[config.mk]
export PLATFORM = sky130hd
export DESIGN_NAME = sm3_msg_expand
export DESIGN_NICKNAME = d
export VERILOG_FILES = /design/src/rtl/sm3_msg_expand.sv
export SDC_FILE = /design/constraint.sdc
export NUM_CORES = 1
export LEC_CHECK = 0
export BUFFER_PORTS_ARGS = -buffer_cell sky130_fd_sc_hd__buf_2
export CORE_ASPECT_RATIO = 1.1
export CORE_MARGIN = 2
export CORE_UTILIZATION = 40
export DETAILED_ROUTE_END_ITERATION = 10
export PLACE_DENSITY_LB_ADDON = 0.08
export SLEW_MARGIN = 15
export SYNTH_ARGS = -nofsm -noshare
export SYNTH_HDL_FRONTEND = slang
export SYNTH_SLANG_ARGS = --single-unit
export TNS_END_PERCENT = 100
[constraint.sdc]
create_clock -name clk -period 22.3 [get_ports clk]
set_clock_uncertainty 0.15 [all_clocks]
set_input_delay 2.23 -clock clk [delete_from_list [all_inputs] [get_ports clk]]
set_output_delay 2.23 -clock clk [all_outputs]
set_load 0.01 [all_outputs]
[src/rtl/sm3_msg_expand.sv]
// ---------------------------------------------------------------------------
// sm3_msg_expand
//
// SM3 message-expansion stage. Takes one padded 512-bit block as 16
// big-endian 32-bit words. Then it emits the pair (W_j, W'_j = W_j ^ W_{j+4})
// once per output handshake, for j = 0 .. ROUNDS-1. The next stage is the
// compression round.
//
// The expansion runs over a 16-word sliding window. win[0] always holds W_j.
// Each accepted output shifts the window down by one word. The newly
// expanded word W_{j+16} enters at win[15]. The window always holds
// W_j .. W_{j+15}, so W_{j+4} sits in win[4] for every j up to 63. For that
// reason the last rounds need no special case.
//
// Handshake (both ports): a transfer happens on a rising clk edge where
// valid and ready are both high. Once the producer raises valid, it holds
// valid and its payload stable until that transfer happens. The consumer may
// move ready freely.
//
// Parameters:
//   ROUNDS      number of (W_j, W'_j) pairs emitted per block, 16..64
//
// Ports:
//   clk         rising-edge clock
//   rst         asynchronous, active-high reset (clears everything)
//   din_valid   upstream message word valid
//   din_ready   high while the block is loading (state LOAD)
//   din_data    message word, W_0 first, W_15 last
//   wout_valid  W_j / W'_j valid (state EXPAND)
//   wout_ready  compression stage accepts the current round
//   wout_w      W_j
//   wout_wp     W'_j = W_j ^ W_{j+4}
//   wout_idx    round index j
//   wout_last   high with j == ROUNDS-1
//   busy        high while expanding or while a partial block is loaded
// ---------------------------------------------------------------------------
module sm3_msg_expand #(
    parameter int ROUNDS = 64
) (
    input  logic        clk,
    input  logic        rst,
    input  logic        din_valid,
    output logic        din_ready,
    input  logic [31:0] din_data,
    output logic        wout_valid,
    input  logic        wout_ready,
    output logic [31:0] wout_w,
    output logic [31:0] wout_wp,
    output logic [5:0]  wout_idx,
    output logic        wout_last,
    output logic        busy
);

    // -----------------------------------------------------------------------
    // FSM encoding
    // -----------------------------------------------------------------------
    localparam logic [0:0] ST_LOAD   = 1'b0;
    localparam logic [0:0] ST_EXPAND = 1'b1;

    localparam logic [5:0] LAST_IDX  = 6'(ROUNDS - 1);

    // -----------------------------------------------------------------------
    // State
    // -----------------------------------------------------------------------
    logic [0:0]  state;      // ST_LOAD / ST_EXPAND; a checker can probe it
    logic [3:0]  load_cnt;   // words accepted so far in LOAD
    logic [5:0]  round_idx;  // j
    logic        last_q;     // registered (round_idx == LAST_IDX) in EXPAND
    logic [31:0] win [16];   // sliding window, win[0] = W_j

    // -----------------------------------------------------------------------
    // Handshake strobes
    // -----------------------------------------------------------------------
    logic load_fire;
    logic out_fire;
    logic load_done;
    logic block_done;

    assign load_fire  = din_valid  & din_ready;
    assign out_fire   = wout_valid & wout_ready;
    assign load_done  = load_fire & (load_cnt == 4'd15);
    assign block_done = out_fire  & (round_idx == LAST_IDX);

    // -----------------------------------------------------------------------
    // Next-word generation. Everything is XOR / 32-bit circular rotate.
    // In index terms the new word is W_{j+16}, and it uses
    // W_j, W_{j+7}, W_{j+13}, W_{j+3} and W_{j+10}.
    // -----------------------------------------------------------------------
    function automatic logic [31:0] rotl(input logic [31:0] x, input int n);
        return (x << n) | (x >> (32 - n));
    endfunction

    function automatic logic [31:0] p1(input logic [31:0] x);
        return x ^ rotl(x, 15) ^ rotl(x, 23);
    endfunction

    logic [31:0] x_term;
    logic [31:0] new_word;

    always_comb begin
        x_term   = win[0] ^ win[7] ^ rotl(win[13], 15);
        new_word = p1(x_term) ^ rotl(win[3], 7) ^ win[10];
    end

    // -----------------------------------------------------------------------
    // Control: state, load counter, round index, last flag
    // -----------------------------------------------------------------------
    always_ff @(posedge clk or posedge rst) begin
        if (rst) begin
            state     <= ST_LOAD;
            load_cnt  <= 4'd0;
            round_idx <= 6'd0;
            last_q    <= 1'b0;
        end else begin
            case (state)
                ST_LOAD: begin
                    if (load_fire) begin
                        // Wraps to 0 on the 16th word, which is the
                        // "load count = 0" condition for the next block.
                        load_cnt <= load_cnt + 4'd1;
                    end
                    if (load_done) begin
                        state     <= ST_EXPAND;
                        round_idx <= 6'd0;
                        last_q    <= (LAST_IDX == 6'd0);
                    end
                end
                ST_EXPAND: begin
                    if (out_fire) begin
                        round_idx <= round_idx + 6'd1;
                        // Look ahead one round so that wout_last is a flop.
                        last_q    <= ((round_idx + 6'd1) == LAST_IDX);
                    end
                    if (block_done) begin
                        // The next block starts loading only after the last
                        // round is taken. Two blocks never overlap.
                        state    <= ST_LOAD;
                        load_cnt <= 4'd0;
                        last_q   <= 1'b0;
                    end
                end
                default: begin
                    state    <= ST_LOAD;
                    load_cnt <= 4'd0;
                    last_q   <= 1'b0;
                end
            endcase
        end
    end

    // -----------------------------------------------------------------------
    // Window: direct write while loading, shift by one per output handshake
    // -----------------------------------------------------------------------
    always_ff @(posedge clk or posedge rst) begin
        if (rst) begin
            for (int i = 0; i < 16; i++) begin
                win[i] <= 32'd0;
            end
        end else if (state == ST_LOAD) begin
            if (load_fire) begin
                win[load_cnt] <= din_data;
            end
        end else if (out_fire) begin
            for (int i = 0; i < 15; i++) begin
                win[i] <= win[i + 1];
            end
            win[15] <= new_word;
        end
    end

    // -----------------------------------------------------------------------
    // Outputs. Each one is a register, a state decode, or a single XOR of
    // registers. None of them depends on the new-word logic.
    // -----------------------------------------------------------------------
    assign din_ready  = (state == ST_LOAD);
    assign wout_valid = (state == ST_EXPAND);
    assign wout_w     = win[0];
    assign wout_wp    = win[0] ^ win[4];
    assign wout_idx   = round_idx;
    assign wout_last  = last_q;
    assign busy       = (state != ST_LOAD) || (load_cnt != 4'd0);

endmodule

# Word-level counts from Yosys, hierarchy flattened
# Index checks and enable logic that the tools add are counted.
word_totals:
  regBits: 524
  in_bits: 36
  word_cells: 76
classes:
  add_sub_neg: 2
  n_lt_le_gt_ge: 2
  n_eq_ne: 8
  mux: 19
  n_bitwise: 17
  n_reduce_logical: 8
ops:
  columns: ["operator", "n"]
  rows:
  - ["$mux 512", 3]
  - ["$bwmux 512", 1]
  - ["$xor 32x32->32", 7]
  - ["$demux 32 s4", 1]
  - ["$or 32x15->32", 2]
  - ["$mux 32", 1]
  - ["$or 32x23->32", 1]
  - ["$or 32x7->32", 1]
  - ["$eq 6x6->1 const B", 2]
  - ["$mux 6", 2]
  - ["$pmux 6 s2", 1]
  - ["$mux 4", 2]
  - ["$ne 2x1->1 const B", 4]
  - ["$pmux 4 s2", 1]
  - ["$reduce_and 2->1", 4]
  - ["$add 6x1->6 const B", 1]
  - ["$ge 5x5->1 const B", 1]
  - ["$lt 5x1->1 const B", 1]
  - ["$mux 1", 5]
  - ["$not 4->5", 1]
  - ["$add 4x1->4 const B", 1]
  - ["$and 1x1->1", 4]
  - ["$eq 4x4->1 const B", 1]
  - ["$pmux 1 s2", 2]
  - ["6 further kinds", 6]

# Logic depth before layout (Yosys ltp)
depth:
  ltp_word: 9
  depth_mapped: 8

# Least setup slack after synthesis
# OpenSTA, ideal clock, no wires.
synth_timing:
  kind: "reg2out"
  start: "register load_cnt[0]"
  end: "output port busy"
  t_arrival_ns: 1.363
  required_time_ns: 19.920
  path_slack_ns: 18.557
  path_stages_with_launch: 8
  n_path_buf: 3
  cell_sequence: "dfrtp_1 -> inv_1 -> ha_1 -> buf_2 -> and2_1 -> buf_2 -> buf_2 -> nand2_1"
synth_via:
  elab_chain_len: 2
synth_rtl:
  columns: ["item", "line_no", "text"]
  rows:
  - ["start, declared", "66", "logic [3:0] load_cnt;"]
  - ["start signal, assigned", "120", "load_cnt <= load_cnt + 4'd1;"]
  - ["$reduce_bool 4->1", "181", "assign busy = (state != ST_LOAD) || (load_cnt != 4'd0);"]
  - ["$logic_or 1x1->1", "181", null]
  - ["end, declared", "51", "output logic busy"]
# No other way between the ends.

# Worst setup path in the final report
# Same ends and word-level chain as after synthesis.

==> key figures <==
Floorplan
  – Initial Utilization: 0.403
  – Die area: 67300 um^2
  – Die Wd: 247 um
  – Core area: 64700 um^2
  – Die height: 272 um
  – I/O pins: 110
  – # rows: 98

Finish
  – Share of cells above drive strength 1: 0.109
  – Final #Nets: 2653
  – Most frequent cells in the layout: nand2_1 (558), dfrtp_1 (523), a22oi_1 (480), o21ai_0 (407), xnor2_1 (130)
  – Most common cell after layout, fill and taps aside: nand2_1
  – Layout area overhead: 10.0%
  – Design Area, Final: 28700 um^2

Synth
  – Post-synthesis mux area share: 0.000384
  – Simple-gate area share of the yosys netlist: 0.0964
  – Register area share after synthesis: 0.503
  – Synthesized area: 26100 um^2
  – Adder-cell share of the synthesized area: 0.00288
  – Yosys cell types: 36
  – Largest family of logic cells by synthesized area: compound AO/OA/AOI/OAI gates
  – Avg Cell Area, Syn: 9.73 um^2
  – Synth Area in Compound Gates: 0.255
  – Synth Register Bits: 524
  – Ys Warns: 0
  – Mapped Cells: 2682
  – XOR/XNOR Fraction of Synth Area: 0.0834
  – Mapped Nets: 2724

Outcome
  – Status: finished clean

Drt
  – DR WL/cell: 26.8 um
  – Top sig layer: met4
  – DR WL met2: 44300 um
  – Final ANT Viol Nets: 0
  – Met3 wire length: 4710 um
  – Vias per inst: 5.89
  – Met1 wire length: 42200 um
  – Vias: 20665
  – Drt pass-1 iters: 5
  – Post-route DRC: 0
  – WL final: 93900 um
  – Starting DRT DRC Count: 1916

Timing
  – Min Tclk post-route: 5.11 ns
  – Min Hold Slack: 0.328 ns
  – Count of final max-slew check failures: 0
  – Post-route setup TNS: 0 ns
  – Max Fclk: 196 MHz
  – Tightest Pin Transition: 1.18 ns
  – Slew HR: 0.211
  – Setup Viol. Count Final: 0
  – Unrepaired setup endpoints after global routing: false
  – Hold Vio Cnt, Final: 0
  – Period utilization: 0.229

Placement
  – Dpl hpwl: 55700 um
  – Buffers on Ports: 109
  – DP Area: 26700 um^2
  – Routability Congestion: 0.812

Power
  – Peak supply drop: 93.7 uV
  – Leakage: 11.6 nW
  – Clk pwr share: 0.216
  – Power Density: 161 nW/um^2
  – Net Sw Frac: 0.439
  – Cell Int Power: 2.60 mW
  – Seq pwr share: 0.341
  – Combinational power share: 0.443
  – Switching power: 2.03 mW

Global route
  – Vias in the first global route: 20113
  – Total GRT Usage: 0.282
  – First-pass GRT wire length: 140000 um
  – Initial antenna violation count: 2
  – Total grt overflow: 0
  – Largest net degree at the start of global routing: 152

Min path
  – Hold WC Path Type: reg2reg

Worst setup path
  – Critical path data arrival time: 2.73 ns
  – Crit Path Category: reg2out
  – Worst EP required: 19.92 ns
  – Startpoint Class: register
  – Worst-path cell chain: inv_1 -> ha_1 -> and2_1 -> buf_4 -> nand2_1 -> buf_2
  – Slowest Stage Delay on Critical Path: 0.54 ns
  – Slowest stage cell, crit path: buf_4
  – CP Max Fanout: 33
  – Critical Path Sink Type: primary output

CTS
  – CTS buffer count: 59
  – Number of H-tree levels: 2
  – TritonCTS clock tree: built
  – Clk sink count: 524
  – Clock Latency Late Sink: 0.63 ns
  – Hold buffers post-CTS: 0
  – Clock Root Buffer: clkbuf_16
  – Post-cts sizing count: 0
  – Post-CTS Setup Repair Bufs: 0
  – Clock-pin slew on the worst setup and hold paths: 0.06 ns
  – CTS Buffer Depth: 3

Flow run
  – Number of max-cap violations: 0
==> synthesized netlist by cell type <==
cell type | instances | area, um^2
nand2_1 | 558 | 2090
dfrtp_1 | 524 | 13100
a22oi_1 | 480 | 3600
o21ai_0 | 407 | 2040
buf_2 | 180 | 901
xnor2_1 | 130 | 1140
o21ai_1 | 82 | 410
clkbuf_1 | 71 | 267
buf_4 | 46 | 345
xor2_1 | 36 | 315
nor2b_1 | 35 | 219
o221ai_1 | 32 | 280
xnor3_1 | 32 | 721
and2_1 | 14 | 87.6
a31oi_4 | 9 | 191
a31oi_2 | 6 | 75.1
ha_1 | 6 | 75.1
inv_1 | 5 | 18.8
and3_1 | 4 | 25.0
nand3_1 | 3 | 15.0
nor2_1 | 3 | 11.3
a21oi_1 | 2 | 10.0
nand2b_1 | 2 | 12.5
nand4_1 | 2 | 12.5
o31ai_1 | 2 | 15.0
a21oi_2 | 1 | 8.76
a22o_1 | 1 | 8.76
a31oi_1 | 1 | 6.26
and4_1 | 1 | 8.76
and4b_1 | 1 | 10.0
buf_1 | 1 | 3.75
buf_6 | 1 | 11.3
clkbuf_2 | 1 | 5.00
mux2i_1 | 1 | 10.0
nand3b_1 | 1 | 7.51
nor2_4 | 1 | 11.3
==> sequential cells by signal, indices dropped and copies added, names as in the netlist <==
register and count:
load_cnt 4, wout_last 1, wout_w 32, wout_idx 6, win 480, wout_valid 1
==> power groups by stage <==
stage / clock network, mW / logic [mW] / registers, mW
after floorplan: 0 / 1.52 / 1.45
after global placement: 0 / 2.02 / 1.58
after detailed placement: 0 / 2.04 / 1.59
after CTS: 1.02 / 2.05 / 1.57
after global routing: 1.06 / 2.23 / 1.61
final: 1.00 / 2.05 / 1.58
==> metal layers <==
layer | track usage | vias up
li1 | - | 9338
met1 | 0.404 | 10538
met2 | 0.447 | 673
met3 | 0.0355 | 116
met4 | 0.0834 | 0
met5 | 0 | -
==> final timing paths <==
| path | slack, ns | end | cells past startpoint | startpoint |
|---|---|---|---|---|
| max in group asynchronous | 17.92 | win[14] | 4 | rst |
| max | 17.19 | busy | 6 | load_cnt[0] |
| max reg2reg | 18.45 | win[185] | 5 | wout_valid |
| min in group asynchronous | 1.63 | wout_w[30] | 2 | rst |
| min | 0.33 | win[207] | 2 | win[207] |
| min reg2reg | 0.33 | win[207] | 2 | win[207] |
==> metrics by stage <==
stage                     cells  setup slack, ns   util  total power, mW
after global routing       3508            17.08  0.443             4.90
after floorplan            2682             5.28      -             2.97
after CTS                  3508            17.16  0.443             4.65
after global placement     3400            17.27  0.412             3.60
final                      3509            17.19  0.443             4.63
after detailed placement   3400            17.26  0.412             3.63
==> cells by family after synthesis <==
kind of cell,count (synthesis)
AO/OA/AOI/OAI,1023
XOR/XNOR,198
adder cells (fa/ha/maj),6
buffers and inverters,305
flip-flops,524
multiplexers,1
AND/OR/NAND/NOR,625
==> worst max-delay path: cells and delay by family (launching register included) <==
family | cells | cell delay (ns)
AND/OR/NAND/NOR | 2 | 0.33
adder cells (fa/ha/maj) | 1 | 0.49
buffers and inverters | 3 | 0.83
flip-flops | 1 | 0.43
==> layout make-up <==
class | count | area [um^2]
Multi-Input combinational cell | 1853 | 11500
Sequential cell | 524 | 13100
Inverter | 5 | 26.3
Clock buffer | 96 | 1870
Clock inverter | 12 | 113
Tap cell | 850 | 1060
Fill cell | 6324 | 36000
Antenna cell | 1 | 2.50
Timing Repair Buffer | 168 | 1000
(Power assumes the default switching activity.)
